$ cat src/rtl/ysyx_idu.sv
// rtl/ysyx_idu.sv - RV32I decode stage: single-entry pipeline register with registered decode
// Optional: define YSYX_IDU_RVE_EN to restrict register indices to x0..x15 (RV32E).
module ysyx_idu #(
  parameter int ADDR_W = 32,
  parameter int DATA_W = 32
) (
  input  logic              clk,
  input  logic              rst,
  input  logic              prev_valid,
  output logic              ready_o,
  input  logic [DATA_W-1:0] inst,
  input  logic [ADDR_W-1:0] pc,
  input  logic              flush,
  input  logic              next_ready,
  output logic              valid_o,
  output logic [DATA_W-1:0] inst_o,
  output logic [ADDR_W-1:0] pc_o,
  output logic [4:0]        rd_o,
  output logic [4:0]        rs1_o,
  output logic [4:0]        rs2_o,
  output logic [DATA_W-1:0] imm_o,
  output logic [3:0]        cls_o,
  output logic [2:0]        funct3_o,
  output logic              alt_o,
  output logic              wen_o,
  output logic              illegal_o
);

  localparam logic [3:0] CLS_OP     = 4'd0;
  localparam logic [3:0] CLS_OPIMM  = 4'd1;
  localparam logic [3:0] CLS_LOAD   = 4'd2;
  localparam logic [3:0] CLS_STORE  = 4'd3;
  localparam logic [3:0] CLS_BRANCH = 4'd4;
  localparam logic [3:0] CLS_JAL    = 4'd5;
  localparam logic [3:0] CLS_JALR   = 4'd6;
  localparam logic [3:0] CLS_LUI    = 4'd7;
  localparam logic [3:0] CLS_AUIPC  = 4'd8;
  localparam logic [3:0] CLS_SYSTEM = 4'd9;
  localparam logic [3:0] CLS_FENCE  = 4'd10;
  localparam logic [3:0] CLS_ILL    = 4'd15;

  logic [31:0]       ir;
  logic [3:0]        cls_raw;
  logic              rve_bad;
  logic [3:0]        cls_d;
  logic [31:0]       imm32;
  logic [DATA_W-1:0] imm_d;
  logic              wen_d;
  logic              illegal_d;
  logic              accept;

  logic              valid_q;
  logic [DATA_W-1:0] inst_q;
  logic [ADDR_W-1:0] pc_q;
  logic [4:0]        rd_q, rs1_q, rs2_q;
  logic [DATA_W-1:0] imm_q;
  logic [3:0]        cls_q;
  logic [2:0]        funct3_q;
  logic              alt_q, wen_q, illegal_q;

  assign ir = inst[31:0];

  always_comb begin
    cls_raw = CLS_ILL;
    case (ir[6:0])
      7'h33:   cls_raw = CLS_OP;
      7'h13:   cls_raw = CLS_OPIMM;
      7'h03:   cls_raw = CLS_LOAD;
      7'h23:   cls_raw = CLS_STORE;
      7'h63:   cls_raw = CLS_BRANCH;
      7'h6F:   cls_raw = CLS_JAL;
      7'h67:   cls_raw = CLS_JALR;
      7'h37:   cls_raw = CLS_LUI;
      7'h17:   cls_raw = CLS_AUIPC;
      7'h73:   cls_raw = CLS_SYSTEM;
      7'h0F:   cls_raw = CLS_FENCE;
      default: cls_raw = CLS_ILL;
    endcase
  end

`ifdef YSYX_IDU_RVE_EN
  // Only the register fields a class actually reads or writes are range-checked.
  always_comb begin
    rve_bad = 1'b0;
    case (cls_raw)
      CLS_OP:                                   rve_bad = ir[11] | ir[19] | ir[24];
      CLS_OPIMM, CLS_LOAD, CLS_JALR, CLS_SYSTEM: rve_bad = ir[11] | ir[19];
      CLS_STORE, CLS_BRANCH:                    rve_bad = ir[19] | ir[24];
      CLS_JAL, CLS_LUI, CLS_AUIPC:              rve_bad = ir[11];
      default:                                  rve_bad = 1'b0;
    endcase
  end
`else
  assign rve_bad = 1'b0;
`endif

  assign cls_d     = rve_bad ? CLS_ILL : cls_raw;
  assign illegal_d = (cls_d == CLS_ILL);

  always_comb begin
    imm32 = 32'd0;
    case (cls_d)
      CLS_OPIMM, CLS_LOAD, CLS_JALR, CLS_SYSTEM, CLS_FENCE:
        imm32 = {{20{ir[31]}}, ir[31:20]};
      CLS_STORE:
        imm32 = {{20{ir[31]}}, ir[31:25], ir[11:7]};
      CLS_BRANCH:
        imm32 = {{19{ir[31]}}, ir[31], ir[7], ir[30:25], ir[11:8], 1'b0};
      CLS_LUI, CLS_AUIPC:
        imm32 = {ir[31:12], 12'd0};
      CLS_JAL:
        imm32 = {{11{ir[31]}}, ir[31], ir[19:12], ir[20], ir[30:21], 1'b0};
      default:
        imm32 = 32'd0;
    endcase
  end

  assign imm_d = DATA_W'($signed(imm32));

  always_comb begin
    wen_d = 1'b0;
    case (cls_d)
      CLS_OP, CLS_OPIMM, CLS_LOAD, CLS_JAL, CLS_JALR, CLS_LUI, CLS_AUIPC, CLS_SYSTEM:
        wen_d = (ir[11:7] != 5'd0);
      default:
        wen_d = 1'b0;
    endcase
  end

  assign ready_o = !valid_q || next_ready;
  assign accept  = prev_valid && ready_o && !flush;

  always_ff @(posedge clk) begin
    if (rst) begin
      valid_q   <= 1'b0;
      inst_q    <= '0;
      pc_q      <= '0;
      rd_q      <= '0;
      rs1_q     <= '0;
      rs2_q     <= '0;
      imm_q     <= '0;
      cls_q     <= '0;
      funct3_q  <= '0;
      alt_q     <= 1'b0;
      wen_q     <= 1'b0;
      illegal_q <= 1'b0;
    end else begin
      // Flush wins over both accept and hold; payload only moves on accept.
      if (flush)           valid_q <= 1'b0;
      else if (accept)     valid_q <= 1'b1;
      else if (next_ready) valid_q <= 1'b0;
      if (accept) begin
        inst_q    <= inst;
        pc_q      <= pc;
        rd_q      <= ir[11:7];
        rs1_q     <= ir[19:15];
        rs2_q     <= ir[24:20];
        imm_q     <= imm_d;
        cls_q     <= cls_d;
        funct3_q  <= ir[14:12];
        alt_q     <= ir[30];
        wen_q     <= wen_d;
        illegal_q <= illegal_d;
      end
    end
  end

  assign valid_o   = valid_q;
  assign inst_o    = inst_q;
  assign pc_o      = pc_q;
  assign rd_o      = rd_q;
  assign rs1_o     = rs1_q;
  assign rs2_o     = rs2_q;
  assign imm_o     = imm_q;
  assign cls_o     = cls_q;
  assign funct3_o  = funct3_q;
  assign alt_o     = alt_q;
  assign wen_o     = wen_q;
  assign illegal_o = illegal_q;

endmodule
$ cat config.mk
export PLATFORM = sky130hd
export DESIGN_NAME = ysyx_idu
export DESIGN_NICKNAME = d
export VERILOG_FILES = /design/src/rtl/ysyx_idu.sv
export SDC_FILE = /design/constraint.sdc
export NUM_CORES = 1
export LEC_CHECK = 0
export BUFFER_PORTS_ARGS = -buffer_cell sky130_fd_sc_hd__buf_4
export CAP_MARGIN = 20
export CORE_MARGIN = 2
export CORE_UTILIZATION = 50
export CTS_CLUSTER_DIAMETER = 50
export DETAILED_ROUTE_END_ITERATION = 12
export PLACE_DENSITY = 0.86
export SLEW_MARGIN = 20
export SYNTH_ARGS = -nofsm -noshare
export SYNTH_HDL_FRONTEND = slang
export SYNTH_SLANG_ARGS = --single-unit
$ cat constraint.sdc
create_clock -name clk -period 3.4 [get_ports clk]
set_input_delay 0.17 -clock clk [delete_from_list [all_inputs] [get_ports clk]]
set_output_delay 0.17 -clock clk [all_outputs]
set_load 0.1 [all_outputs]
== Word-level counts from Yosys, hierarchy flattened ==
Index checks and enable logic that the tools add are counted.

* Flip-flop bits (word level): 122
* Output and inout port bits: 123

* Equality and inequality tests: 22
* Mux-type cells: 5
* Reductions and logical operators: 12

{| class="wikitable"
|+ Operators by type and width
! kind !! count
|-
| one-hot mux 32 bit (5 select lines) || 1
|-
| one-hot mux 4 bit (11 select lines) || 1
|-
| equality test 7 bit, second input constant || 4
|-
| equality test 7 x 6 -> 1 bit, second input constant || 3
|-
| equality test 4 x 3 -> 1 bit, second input constant || 4
|-
| equality test 4 bit, second input constant || 4
|-
| equality test 7 x 5 -> 1 bit, second input constant || 2
|-
| equality test 4 x 2 -> 1 bit, second input constant || 2
|-
| OR reduction 8 bit || 1
|-
| equality test 7 x 2 -> 1 bit, second input constant || 1
|-
| equality test 7 x 4 -> 1 bit, second input constant || 1
|-
| nonzero test 5 bit || 1
|-
| OR reduction 5 bit || 1
|-
| equality test 4 x 1 -> 1 bit, second input constant || 1
|-
| logical NOT 4 bit || 1
|-
| OR reduction 2 bit || 2
|-
| 2-to-1 mux 1 bit || 3
|-
| logical AND 1 bit || 2
|-
| logical NOT 1 bit || 2
|-
| nonzero test 2 bit || 1
|-
| logical OR 1 bit || 1
|}

== Depth between registers and ports, before layout ==
* Word-level depth: 5
* Depth in mapped cells: 7
* Depth with buffers taken out: 6

== Least setup slack after synthesis ==
Ideal clock, no wire load.

* Path kind: register to register
* Start point: register valid_q, in the netlist valid_o
* End point: register inst_q[30], in the netlist inst_o[30]
* Library setup time: 70 ps
* Data arrival time: 2613 ps
* Slack: 716 ps
* Stages on the path, launching flop included: 8
* Buffers on the path: 2
* Clock period less this slack: 2684 ps
* Cell sequence: dfxtp_1 nor2b_4 clkinv_2 nand3b_4 clkbuf_1 clkbuf_1 nand2_1 a21oi_1

* Cells in the longest elaborated chain, start to end: 4

{| class="wikitable"
|+ RTL lines
! element !! line !! text
|-
| start: declaration || 52 || <nowiki>logic valid_q;</nowiki>
|-
| start signal: assignment || 135 || <nowiki>valid_q <= 1'b0;</nowiki>
|-
| start signal: assignment || 149 || <nowiki>if (flush) valid_q <= 1'b0;</nowiki>
|-
| start signal: assignment || 150 || <nowiki>else if (accept) valid_q <= 1'b1;</nowiki>
|-
| logical NOT 1 bit || 130 || <nowiki>assign ready_o = !valid_q || next_ready;</nowiki>
|-
| logical OR 1 bit || 130 ||
|-
| via ready_o || 10 || <nowiki>output logic ready_o,</nowiki>
|-
| logical AND 1 bit (2 in a row) || 131 || <nowiki>assign accept = prev_valid && ready_o && !flush;</nowiki>
|-
| end signal: assignment || 153 || <nowiki>inst_q <= inst;</nowiki>
|-
| end: declaration || 53 || <nowiki>logic [DATA_W-1:0] inst_q;</nowiki>
|}

The timed path passes the listed nets, and every way through them passes these cells.
A chain may end at the register's enable or synchronous reset.

== Final worst setup path ==
* Start point: input flush
* End point: register imm_q[29], in the netlist imm_o[29]

* Cells in the longest elaborated chain, start to end: 2

{| class="wikitable"
|+ RTL lines
! element !! line !! text
|-
| start: declaration || 13 || <nowiki>input logic flush,</nowiki>
|-
| logical NOT 1 bit || 131 ||
|-
| logical AND 1 bit || 131 ||
|-
| end signal: assignment || 158 || <nowiki>imm_q <= imm_d;</nowiki>
|-
| end: declaration || 56 || <nowiki>logic [DATA_W-1:0] imm_q;</nowiki>
|}

Every way passes these cells.

==> results_dict.tcl <==
set metrics [dict create \
    cts_num_sinks 103 \
    worst_reg2reg_path_startpoint "valid_o" \
    final_antenna_net_count 0 \
    ff2ff_setup_slack_ns 1.27 \
    syn-cell-area_sq_um 4150 \
    post_synth_num_cell_types 47 \
    track_usage 0.251 \
    worst_path_cell_trace "dlygate4sd3_1 > buf_4 > nand3b_4 > buf_4 > nor4_2 > a221o_1" \
    detail_route.vias_per_cell 5.42 \
    floorplan.die.width_um 95.1 \
    yosys.area.top_type_share 0.497 \
    firstDrtPassIters 6 \
    instances_no_fill 765 \
    cts_max_path_buffers 2 \
    layout.filler_cells 653 \
    outcome "finished, final reports clean" \
    finalHoldWorstSlack_ns 0.0297 \
    final_util 0.693 \
    antennaDiodeCount 0 \
    postSynth.topFlopCell "sky130_fd_sc_hd__dfxtp_1" \
    drc 0 \
    cts_buf_count 9 \
    critPathMaxFanout 67 \
    syn_avg_cell_area_sq_um 8.20 \
    antenna_found_initial 0 \
    via_count_of_the_first_global_routing_pass 3710 \
    timing_worst_slew_pin_value_ns 0.922 \
    core_area_sq_um 8130 \
    cp_slowest_cell "sky130_fd_sc_hd__nor4_2" \
    grt_setup_unrepaired "no" \
    rr_endpoint "imm_o[29]" \
    grt_first_pass_wirelength_um 17900 \
    sequential_cell_area_sq_um 2060 \
    timing.setup.tns_ns 0 \
    routed_wirelength_um 11600 \
    avgRoutedWirePerCell_um 15.2 \
    die_area_sq_um 9040 \
    ir_drop_mv 0.309 \
    cellPowerDensity_nw_per_um2 479 \
    crit_path_frequent_cell "sky130_fd_sc_hd__buf_4" \
    num_io_pins 192 \
    category_of_the_most_critical_setup_path "primary input to flop" \
    post_synth_arst_share 0 \
    netlist.top_cell.by_area "sky130_fd_sc_hd__dfxtp_1" \
    synth_edf_count 0 \
    gp_congestion 0.850 \
    dp.cells 748 \
    hold_viol_final 0 \
    setup_violations 0 \
    fin_crit_ns 2.18 \
    cts.clk_slew.worst_paths_ns 0.10 \
    ff2ff_path_depth 6 \
    timing.critical_path.required_ns 3.72 \
    worst_skew_pair.late_latency_ns 0.37 \
    area_growth_pct 35.9 \
    drv_slew 0 \
    synth.ff_latch_count 103 \
    period_share 0.642 \
    root_buffer "sky130_fd_sc_hd__clkbuf_8" \
    grt_overflow 0 \
    routed-via-count 4147 \
    max_cap_viol_count 0 \
    synth_seq_area_share 0.497 \
    mappedNetlistNets 575 \
    final_net_count 724 \
    dp_hpwl_um 8320 \
    yosysWarnings 0 \
    drt_iter0_drc 248 \
    crit_start "flush" \
    synth_cells 506 \
    core.rowCount 33 \
    floorplan.die.height_um 95.1 \
    ratio_of_cells_with_drive_above_1_in_the_final_layout 0.335 \
    hold_class "primary input to flop" \
    multi_input_comb_area_sq_um 1770 \
    critical_path_arrival_ns 2.50 \
    timing.critical_path.to_type "flop" \
    maxSlewHeadroom 0.380 \
    h-tree-depth 3 \
    total_power_draw_mw 2.70 \
    crit_path_start_kind "primary input" \
    worst_path_largest_cell_delay_ns 0.87 \
    synth.most_common_cell "sky130_fd_sc_hd__nand2_1" \
    crit_end "imm_o[29]" \
    initial_core_util 0.510 \
    fmaxAchievable_ghz 0.458 \
    maximum_number_of_pins_on_one_net_before_global_route_repair 75 \
    power_leakage_nw 2.44 \
    synth_top_cells_by_area "sky130_fd_sc_hd__dfxtp_1 50%, sky130_fd_sc_hd__nand2_1 13%, sky130_fd_sc_hd__a21oi_1 9.9%, sky130_fd_sc_hd__buf_4 3.8%, sky130_fd_sc_hd__clkbuf_1 2.7%" \
    clock-skew-final_ns 0.00666 \
    tritoncts "yes" \
    placement.io_buffers 191 \
    synth_top_cells_by_count "148 x sky130_fd_sc_hd__nand2_1, 103 x sky130_fd_sc_hd__dfxtp_1, 82 x sky130_fd_sc_hd__a21oi_1, 30 x sky130_fd_sc_hd__clkbuf_1, 21 x sky130_fd_sc_hd__buf_4" \
]
==> how the worst min path moves through the flow <==
stage / end / slack, ns / cells after the start / start
after global placement: valid_o / 0.36 / 2 / flush
final: pc_o[26] / 0.03 / 3 / pc[26]
after global routing: imm_o[6] / 0.02 / 2 / inst[26]
after detailed placement: valid_o / 0.37 / 2 / flush
after CTS: pc_o[26] / 0.02 / 3 / pc[26]
after floorplan: valid_o / 0.25 / 1 / flush
==> layer usage <==
metal	vias to the layer above	track usage	part of all wire
li1	2000	-	-
met1	1948	0.305	0.39
met2	177	0.426	0.51
met3	22	0.0577	0.074
met4	0	0.110	0.025
met5	-	0	0
==> worst max-delay path, delay by kind of cell <==
family / cells / cell delay (ns)
buffers and inverters: 3 / 1.03
AO/OA/AOI/OAI: 1 / 0.28
AND/OR/NAND/NOR: 2 / 1.02
==> flip-flops by register name, summed over array words and instances, names as in the netlist <==
name / cells
pc_o: 32
imm_o: 32
illegal_o: 1
valid_o: 1
inst_o: 32
wen_o: 1
cls_o: 4
==> logic make-up (layout without fill, tap and decap cells) <==
family	Yosys count	after routing	share of synthesized area
AOI/OAI and AO/OA	144	144	0.212
xor gates and xnor gates	2	2	0.00422
adders and majority gates	1	1	0.00241
buffers and inverters	62	216	0.0799
DFF	103	103	0.497
and+or+nand+nor	194	194	0.204
==> cell type report <==
class / count / share of cell area
flip-flops and latches: 103 / 0.366
multi-input cells: 341 / 0.314
repair buffers: 195 / 0.260
clock buffers: 10 / 0.0244
well taps: 105 / 0.0233
clock inverters: 6 / 0.00932
inverters: 5 / 0.00355
==> report_power, final <==
group	switching, mW	internal, mW	total, mW
logic	0.536	0.165	0.700
clock network	0.433	0.296	0.730
registers	0.0251	1.25	1.27
total	0.994	1.71	2.70
==> what timing repair did <==
item                      CTS  global route
resized for setup           0             0
hold endpoints to repair    1             0
hold buffers                1             0
buffers inserted            0             0
==> through the flow <==
step | setup slack, ns | cell area, sq um
floorplan | 0.716 | 4150
global placement | 1.38 | 5440
detailed placement | 1.24 | 5440
CTS | 1.20 | 5640
global route | 1.10 | 5640
finish | 1.22 | 5640
==> placed cells by master (no fill, tap or decap), types with 2 or more instances in the layout <==
cell,count
sky130_fd_sc_hd__o22ai_1,7
sky130_fd_sc_hd__a221o_1,11
sky130_fd_sc_hd__clkbuf_8,10
sky130_fd_sc_hd__dfxtp_1,103
sky130_fd_sc_hd__nand3_1,3
sky130_fd_sc_hd__xor2_1,2
sky130_fd_sc_hd__a22o_1,9
sky130_fd_sc_hd__buf_4,194
sky130_fd_sc_hd__clkinv_4,2
sky130_fd_sc_hd__and3_1,2
sky130_fd_sc_hd__nor2_1,14
sky130_fd_sc_hd__o21ai_0,7
sky130_fd_sc_hd__a21oi_1,82
sky130_fd_sc_hd__nor2b_1,3
sky130_fd_sc_hd__nand2_1,148
sky130_fd_sc_hd__o21a_1,2
sky130_fd_sc_hd__a21oi_2,2
sky130_fd_sc_hd__nand2b_1,2
sky130_fd_sc_hd__a311oi_1,2
sky130_fd_sc_hd__o21ai_1,10
sky130_fd_sc_hd__inv_1,4
sky130_fd_sc_hd__nor4_1,2
sky130_fd_sc_hd__clkinvlp_4,2
sky130_fd_sc_hd__a22oi_1,4
sky130_fd_sc_hd__or2_1,2
sky130_fd_sc_hd__nor3_1,6
Power figures use the tool's default switching activity.
